===== src/rtl/dvi_pkg.sv =====
// rtl/dvi_pkg.sv - shared DVI/TMDS constants and helpers
// Purpose: TMDS control tokens, symbol width and an 8-bit popcount.
//          Used by tmds_encoder and by dvi_tx.
// Ports:   none (package)
package dvi_pkg;

    localparam int TMDS_W = 10;

    localparam logic [TMDS_W-1:0] TMDS_CTL_00 = 10'h354;
    localparam logic [TMDS_W-1:0] TMDS_CTL_01 = 10'h0AB;
    localparam logic [TMDS_W-1:0] TMDS_CTL_10 = 10'h154;
    localparam logic [TMDS_W-1:0] TMDS_CTL_11 = 10'h2AB;

    function automatic logic [3:0] popcount8(input logic [7:0] v);
        logic [3:0] n;
        n = 4'd0;
        for (int i = 0; i < 8; i++) begin
            n = n + {3'd0, v[i]};
        end
        return n;
    endfunction

endpackage


===== src/rtl/tmds_encoder.sv =====
// rtl/tmds_encoder.sv - DVI TMDS 8b/10b encoder, one channel, 2-stage pipeline
// Purpose: converts a pixel byte (in_de = 1) or a control code (in_de = 0)
//          into a transition-minimised, DC-balanced 10-bit symbol.
// Ports:
//   clk    in   pixel clock, rising edge
//   reset  in   synchronous, active-high; clears both stages
//   in_de  in   1 = encode in_d, 0 = emit control token for in_c
//   in_c   in   [1:0] control code
//   in_d   in   [7:0] pixel byte
//   out_d  out  [9:0] TMDS symbol, bit 0 transmitted first
module tmds_encoder
    import dvi_pkg::*;
(
    input  logic              clk,
    input  logic              reset,
    input  logic              in_de,
    input  logic [1:0]        in_c,
    input  logic [7:0]        in_d,
    output logic [TMDS_W-1:0] out_d
);

    // ---------------- stage 1: transition minimisation ----------------
    logic       de_q;
    logic [1:0] c_q;
    logic [8:0] qm_q;
    logic [8:0] qm_d;
    logic [3:0] n1d;
    logic       use_xnor;

    always_comb begin
        n1d      = popcount8(in_d);
        use_xnor = (n1d > 4'd4) || ((n1d == 4'd4) && !in_d[0]);
        qm_d     = 9'd0;
        qm_d[0]  = in_d[0];
        for (int i = 1; i < 8; i++) begin
            qm_d[i] = use_xnor ? ~(qm_d[i-1] ^ in_d[i]) : (qm_d[i-1] ^ in_d[i]);
        end
        qm_d[8] = ~use_xnor;
    end

    always_ff @(posedge clk) begin
        if (reset) begin
            de_q <= 1'b0;
            c_q  <= 2'b00;
            qm_q <= 9'd0;
        end else begin
            de_q <= in_de;
            c_q  <= in_c;
            qm_q <= qm_d;
        end
    end

    // ---------------- stage 2: DC balancing ----------------
    logic [TMDS_W-1:0] sym_q;
    logic [TMDS_W-1:0] sym_d;
    logic [TMDS_W-1:0] ctl_sym;
    logic signed [4:0] cnt_q;
    logic signed [4:0] cnt_d;
    logic [3:0]        n1;
    logic [3:0]        n0;
    logic signed [4:0] disp;     // n1 - n0 of q_m[7:0]
    logic signed [4:0] two_q8;   // 2 * q_m[8]
    logic signed [4:0] two_nq8;  // 2 * ~q_m[8]
    logic              cnt_pos;
    logic              cnt_neg;

    always_comb begin
        n1      = popcount8(qm_q[7:0]);
        n0      = 4'd8 - n1;
        // popcounts are unsigned; widen with a zero MSB before subtracting
        disp    = $signed({1'b0, n1}) - $signed({1'b0, n0});
        two_q8  = qm_q[8] ? 5'sd2 : 5'sd0;
        two_nq8 = qm_q[8] ? 5'sd0 : 5'sd2;
        cnt_pos = !cnt_q[4] && (cnt_q != 5'sd0);
        cnt_neg = cnt_q[4];

        if ((cnt_q == 5'sd0) || (n1 == n0)) begin
            sym_d = {~qm_q[8], qm_q[8], (qm_q[8] ? qm_q[7:0] : ~qm_q[7:0])};
            cnt_d = qm_q[8] ? (cnt_q + disp) : (cnt_q - disp);
        end else if ((cnt_pos && (n1 > n0)) || (cnt_neg && (n0 > n1))) begin
            // invert to pull the running disparity back towards zero
            sym_d = {1'b1, qm_q[8], ~qm_q[7:0]};
            cnt_d = cnt_q + two_q8 - disp;
        end else begin
            sym_d = {1'b0, qm_q[8], qm_q[7:0]};
            cnt_d = cnt_q + disp - two_nq8;
        end

        case (c_q)
            2'b00:   ctl_sym = TMDS_CTL_00;
            2'b01:   ctl_sym = TMDS_CTL_01;
            2'b10:   ctl_sym = TMDS_CTL_10;
            default: ctl_sym = TMDS_CTL_11;
        endcase
    end

    always_ff @(posedge clk) begin
        if (reset) begin
            sym_q <= TMDS_CTL_00;
            cnt_q <= 5'sd0;
        end else if (!de_q) begin
            // blanking restarts disparity so the next burst begins in case A
            sym_q <= ctl_sym;
            cnt_q <= 5'sd0;
        end else begin
            sym_q <= sym_d;
            cnt_q <= cnt_d;
        end
    end

    assign out_d = sym_q;

endmodule

===== config.mk =====
export PLATFORM = sky130hd
export DESIGN_NAME = tmds_encoder
export DESIGN_NICKNAME = d
export VERILOG_FILES = /design/src/rtl/dvi_pkg.sv /design/src/rtl/tmds_encoder.sv
export SDC_FILE = /design/constraint.sdc
export NUM_CORES = 1
export LEC_CHECK = 0
export ABC_AREA = 0
export CAP_MARGIN = 30
export CORE_MARGIN = 2
export CORE_UTILIZATION = 50
export CTS_CLUSTER_DIAMETER = 120
export CTS_CLUSTER_SIZE = 28
export DETAILED_ROUTE_END_ITERATION = 6
export GPL_TIMING_DRIVEN = 1
export PLACE_DENSITY = 0.7
export REMOVE_ABC_BUFFERS = 1
export SYNTH_ARGS = -nofsm -noshare
export SYNTH_HDL_FRONTEND = slang
export SYNTH_SLANG_ARGS = --single-unit

===== constraint.sdc =====
create_clock -name clk -period 13.5 [get_ports clk]
set_clock_uncertainty 0.2 [all_clocks]
set_input_delay 1.35 -clock clk [delete_from_list [all_inputs] [get_ports clk]]
set_output_delay 1.35 -clock clk [all_outputs]
set_load 0.01 [all_outputs]

Yosys cells after proc, flatten, opt, wreduce, memory -nomap -nowiden
Index checks and enable logic that the tools add are counted.
{ "word_totals": {"in_bits": 13, "latchBits": 0, "n_memories": 0, "regBits": 27, "elab_cells": 81, "out_inout_bits": 10, "ram_bits": 0, "romBits": 0} }
{ "op_classes": {"shifts": 0, "order_cmp": 3, "eq_ne": 4, "addsub": 21, "n_bitwise": 18, "n_mux": 17, "div": 0, "reduce_logical": 13, "n_mul": 0} }
{ "op_table": {"columns": ["cell", "n"], "rows": [
  ["adder 4 x 1 -> 4 bit", 8],
  ["two-way mux 10 bit", 3],
  ["case mux 10 bit (3 select lines)", 1],
  ["two-way mux 5 bit", 3],
  ["NOT 1 bit", 10],
  ["subtractor 5 bit", 2],
  ["adder 3 x 1 -> 4 bit", 2],
  ["greater-than comparator 4 bit", 2],
  ["two-way mux 8 bit", 1],
  ["NOT 8 bit", 1],
  ["two-way mux 1 bit", 7],
  ["XOR 1 bit", 7],
  ["adder 2 x 1 -> 3 bit", 2],
  ["adder 5 x 3 -> 5 bit", 1],
  ["adder 5 bit", 1],
  ["logical NOT 5 bit", 1],
  ["nonzero test 5 bit", 1],
  ["subtractor 4 x 4 -> 5 bit", 1],
  ["subtractor 5 x 3 -> 5 bit", 1],
  ["adder 1 x 1 -> 2 bit", 2],
  ["equality test 4 x 3 -> 1 bit (second input constant)", 1],
  ["equality test 4 bit", 1],
  ["greater-than comparator 4 x 3 -> 1 bit (second input constant)", 1],
  ["logical AND 1 bit", 4],
  ["8 further kinds", 12]
]} }

Logic depth before layout (Yosys ltp)
{ "logic_depth": {"ltp_word": 29, "mapped_depth": 16, "ltp_nobuf": 16} }

Worst setup path before layout
Ideal clock, no wire load.
{ "synth_path": {"kind": "input to register", "start": "input port in_d[0]", "end": "register qm_q[5]", "path_slack_ps": 8819, "stages": 12, "t_required_ps": 13172, "t_arrival_ps": 4354, "setup_time_ps": 128, "path_buffers": 0, "path_cell_list": "inv_1 fa_1 fa_1 fa_1 inv_1 ha_1 fa_1 nor3b_1 o22ai_1 xor2_1 xor2_1 nor2_1"} }
{ "synth_via": {"elab_chain_len": 23, "elab_cells_between_ends": 27, "cone_classes": "add/sub (7); order compare (1); eq/ne (1); mux (5); bitwise (10); reduce/logical (3)"} }
{ "synth_rtl": {"columns": ["item", "line", "text"], "rows": [
  ["start, declared", "tmds_encoder.sv:18", "input logic [7:0] in_d,"],
  ["parallel branches: the longest is 22 deep, another holds adder 3 x 1 -> 4 bit", null, null],
  ["two-way mux 1 bit (*)", "tmds_encoder.sv:36", "qm_d[i] = use_xnor ? ~(qm_d[i-1] ^ in_d[i]) : (qm_d[i-1] ^ in_d[i]);"],
  ["end signal, assigned", "tmds_encoder.sv:49", "qm_q <= qm_d;"],
  ["end, declared", "tmds_encoder.sv:25", "logic [8:0] qm_q;"]
]} }
Mark *: on every way between the ends.
A chain may end at the register's enable or synchronous reset.

Worst setup path in the final report
Ends and elaborated chain as after synthesis.

==> summary.txt <==
Global routing
  – Total gr overflow: 0
  – Maximum number of pins on one net before global-route repair: 22
  – Global routing usage summed across all routing layers: 0.184
  – Via count of the first global-routing pass: around 1,500
  – Antenna violations before repair: 0
  – First-pass GRT wire length: ~6600 µm

Clock tree
  – Root Buffer Master: sky130_fd_sc_hd__clkbuf_8
  – TritonCTS Buffers: 3
  – Clock buffer depth: 2
  – Number of hold buffers added after CTS: 0
  – Total number of H-tree levels: 1
  – Latest clock arrival within the worst-skew pair: between 0.2 and 0.3 ns
  – # clock sinks: 27
  – Number of gates resized after cts: 0
  – Worst-path clk slew: 0.09 ns
  – Post CTS Setup Buffer Count: 0
  – Clock tree from TritonCTS: built

Placement
  – DP HPWL: ~3000 µm
  – Count of placed standard cells including taps: approximately 290
  – Port-buffer cells: 22
  – Worst slack, placed: 8.07 ns
  – Final Wtd Congestion: between 0.8 and 0.9

Floorplan
  – Top Ports: 23
  – Die Y-Extent: approximately 70 µm
  – Floorplan Core Area: roughly 4000 µm²
  – Effective utilization at floorplan: 0.518
  – Number of placement rows: 23
  – Die footprint: around 4700 µm²
  – X dimension of the die: 68.4 µm

Timing
  – Total of endpoints with negative setup slack in the final report: 0
  – Final hold viol count: 0
  – Setup repair after global routing missed its margin: no
  – Measured slew at the worst slew-check pin: 0.724 ns
  – Final setup TNS: 0 ns
  – Final Max Tran Viols: 0
  – Final period utilization: 0.379
  – Highest Clock Rate: 196 MHz
  – Worst slew margin relative to its limit: 0.516
  – Fin crit period: slightly above 5 ns
  – Post-route worst setup slack: 8.39 ns

Synth
  – Share of the synthesized area in compound gates (AO/OA/AOI/OAI): 0.153
  – Post-Synthesis Cell Area: about 2100 µm²
  – Share of flip-flops with an asynchronous set or reset: 0
  – Number of enable flip-flop cells after synthesis: 0
  – Dominant combinational cell family by area after synthesis: adder cells
  – Count of yosys warnings during synthesis: 0
  – Number of storage elements in the synthesis netlist: 27
  – Synth area leader: sky130_fd_sc_hd__dfxtp_1
  – Multiplexer area fraction after synthesis: 0.00967
  – Post-Synth Adder-Cell Area: 0.249
  – Simple-gate portion of the synthesized area: 0.103
  – Synth cell types: 42
  – Xor and xnor fraction of the mapped netlist area: 0.135
  – Post-synthesis instance total: around 220
  – Most instantiated library cell after synthesis: sky130_fd_sc_hd__inv_1
  – Top cells by instance count after synthesis: sky130_fd_sc_hd__inv_1 (40), sky130_fd_sc_hd__dfxtp_1 (27), sky130_fd_sc_hd__xnor2_1 (24), sky130_fd_sc_hd__ha_1 (22), sky130_fd_sc_hd__nor2_1 (17)
  – Fraction of synthesized cell area taken by the top area cell type: 0.261
  – Synthesized area per cell: 9.24 µm²
  – Cells taking the most area after synthesis: sky130_fd_sc_hd__dfxtp_1 (26%), sky130_fd_sc_hd__ha_1 (13%), sky130_fd_sc_hd__fa_1 (12%)
  – Top flip-flop cell by instance count after synthesis: sky130_fd_sc_hd__dfxtp_1
  – Sequential share of the synthesized area: 0.261

Hold path
  – Depth of the worst hold-timing path: 2
  – Worst hold path class: flip-flop to flip-flop
  – Worst Hold End: cnt_q[0]
  – Startpoint of the tightest hold check path: cnt_q[0]

Cells and area
  – Utilization of the core after routing: 0.596
  – Synth-to-Final Area Change: 15.1%
  – Share of final-layout standard cells stronger than drive strength 1: 0.0528
  – Antenna Diode Count: 0
  – Final instance count without filler cells: 296
  – Net total in the final layout: between 200 and 300

Critical path
  – Cell Chain, Critical Path: clkdlybuf4s50_1 -> inv_1 -> fa_1 -> fa_1 -> fa_1 -> inv_1 -> ha_1 -> fa_1 -> nor3b_1 -> o22ai_1 -> xor2_1 -> xor2_1 -> nor2_1
  – CP Launch Type: primary input
  – Number of cells traversed by the worst register-to-register path: 16
  – Type of the worst setup path: primary input to flip-flop
  – Critical path's largest stage delay: 0.55 ns
  – R2R Path End: cnt_q[4]
  – Kind of end point of the critical path: flip-flop
  – Arrival time of data at the critical path endpoint: just over 5 ns
  – Source of the worst register-to-register timing path: qm_q[0]
  – CP max FO: 3
  – Setup slack of the worst register-to-register path: a little under 9 ns
  – CP Data Required Time: 13.44 ns
  – CP most frequent cell: sky130_fd_sc_hd__fa_1
  – Count of buffering cells on the critical path with inverters included: 3
  – Cell family with most CP delay: adder cells
  – Cell with the largest stage delay on the worst path: sky130_fd_sc_hd__fa_1

Drt
  – Routed wirelength normalized by instance count: between 10 and 15 µm
  – Initial detailed-routing violation count: 66
  – Average vias per placed instance: approximately 5.2
  – Metal2 WL: approximately 1700 µm
  – Drt drc: 0
  – Sum of met3 wire segment lengths after detailed routing: slightly above 80 µm
  – First-pass iteration count of the detailed router: 4
  – Total number of vias: around 1,500
  – Uppermost metal layer occupied by signal nets: met4
  – Residual antenna-violating net count after detailed routing: 0
  – Metal1 wirelength: around 1800 µm
  – Routed wire length: about 3700 µm

Run
  – Max cap viols: 0

Outcome
  – Status: complete, no violations
==> flip-flops by register name (all words and copies together) (netlist names) <==
name and cells:
out_d 10, qm_q 9, de_q 1, c_q 2
cnt_q 5
==> cells in the final DEF, fill, tap and decap left out, drive strengths merged <==
master	synthesis	layout
a21oi	3	3
a21o	2	2
fa	12	12
mux2i	2	2
clkbuf	3	3
dfxtp	27	27
o22ai	2	2
a32o	1	1
and2	2	2
nor3b	2	2
xor2	6	6
o21bai	3	3
a31o	3	3
nor2	17	17
clkdlybuf4s50	0	22
buf	3	2
o2bb2ai	1	1
or4	1	1
clkinv	0	1
xnor2	25	25
and3	1	1
o2111ai	1	1
a221oi	5	5
or2	2	2
a311oi	2	2
o21ai	10	10
nor2b	4	4
a2bb2oi	3	3
a211oi	4	4
inv	41	41
a311o	1	1
or3	3	3
ha	22	22
nand2b	2	2
nand2	4	4
nor3	3	3
o311ai	1	1
==> worst max path at each step <==
| stage | startpoint | depth (start not counted) | slack [ns] | end |
|---|---|---|---|---|
| after floorplan | in_d[0] | 12 | 8.83 | qm_q[5] |
| after global placement | in_d[0] | 13 | 8.16 | qm_q[5] |
| after detailed placement | in_d[0] | 13 | 8.07 | qm_q[5] |
| after CTS | in_d[0] | 13 | 8.37 | qm_q[5] |
| after global routing | in_d[0] | 13 | 8.19 | qm_q[5] |
| final | in_d[0] | 13 | 8.39 | qm_q[5] |
==> metal layers <==
| layer | vias up | global-route usage |
|---|---|---|
| li1 | 781 | - |
| met1 | 728 | 0.256 |
| met2 | 25 | 0.306 |
| met3 | 2 | 0.0296 |
| met4 | 0 | 0.0300 |
| met5 | - | 0 |
==> tightest hold or removal path, delay by kind of cell (launching register included) <==
kind | cells | cell delay, ns
DFF | 1 | 0.32
and+or+nand+nor | 1 | 0.03
buffers and inverters | 1 | 0.05
==> logic make-up (layout without fill, tap and decap cells) <==
kind of cell / after synthesis / after routing
buffers and inverters: 47 / 69
AO/OA/AOI/OAI: 42 / 42
AND/OR/NAND/NOR: 41 / 41
adder cells (fa/ha/maj): 34 / 34
XOR/XNOR: 31 / 31
flip-flops: 27 / 27
multiplexers: 2 / 2
==> stage by stage <==
stage | cell area, µm² | hold slack [ns]
after floorplan | 2040 | 0.208
after global placement | 2320 | 0.222
after detailed placement | 2330 | 0.224
after CTS | 2380 | 0.241
after global routing | 2380 | 0.261
final | 2380 | 0.240
==> layout make-up <==
cell class,count,area (µm²)
fill,364,1620
clock buffer,3,41.3
tap,50,62.6
multi-input combinational,150,1350
clock inverter,1,5.00
sequential,27,541
inverter,41,154
timing repair buffer,24,235
Power is left out: the tool's default activity adds up to more than one toggle a clock period on the data nets, which glitch-free logic cannot reach.
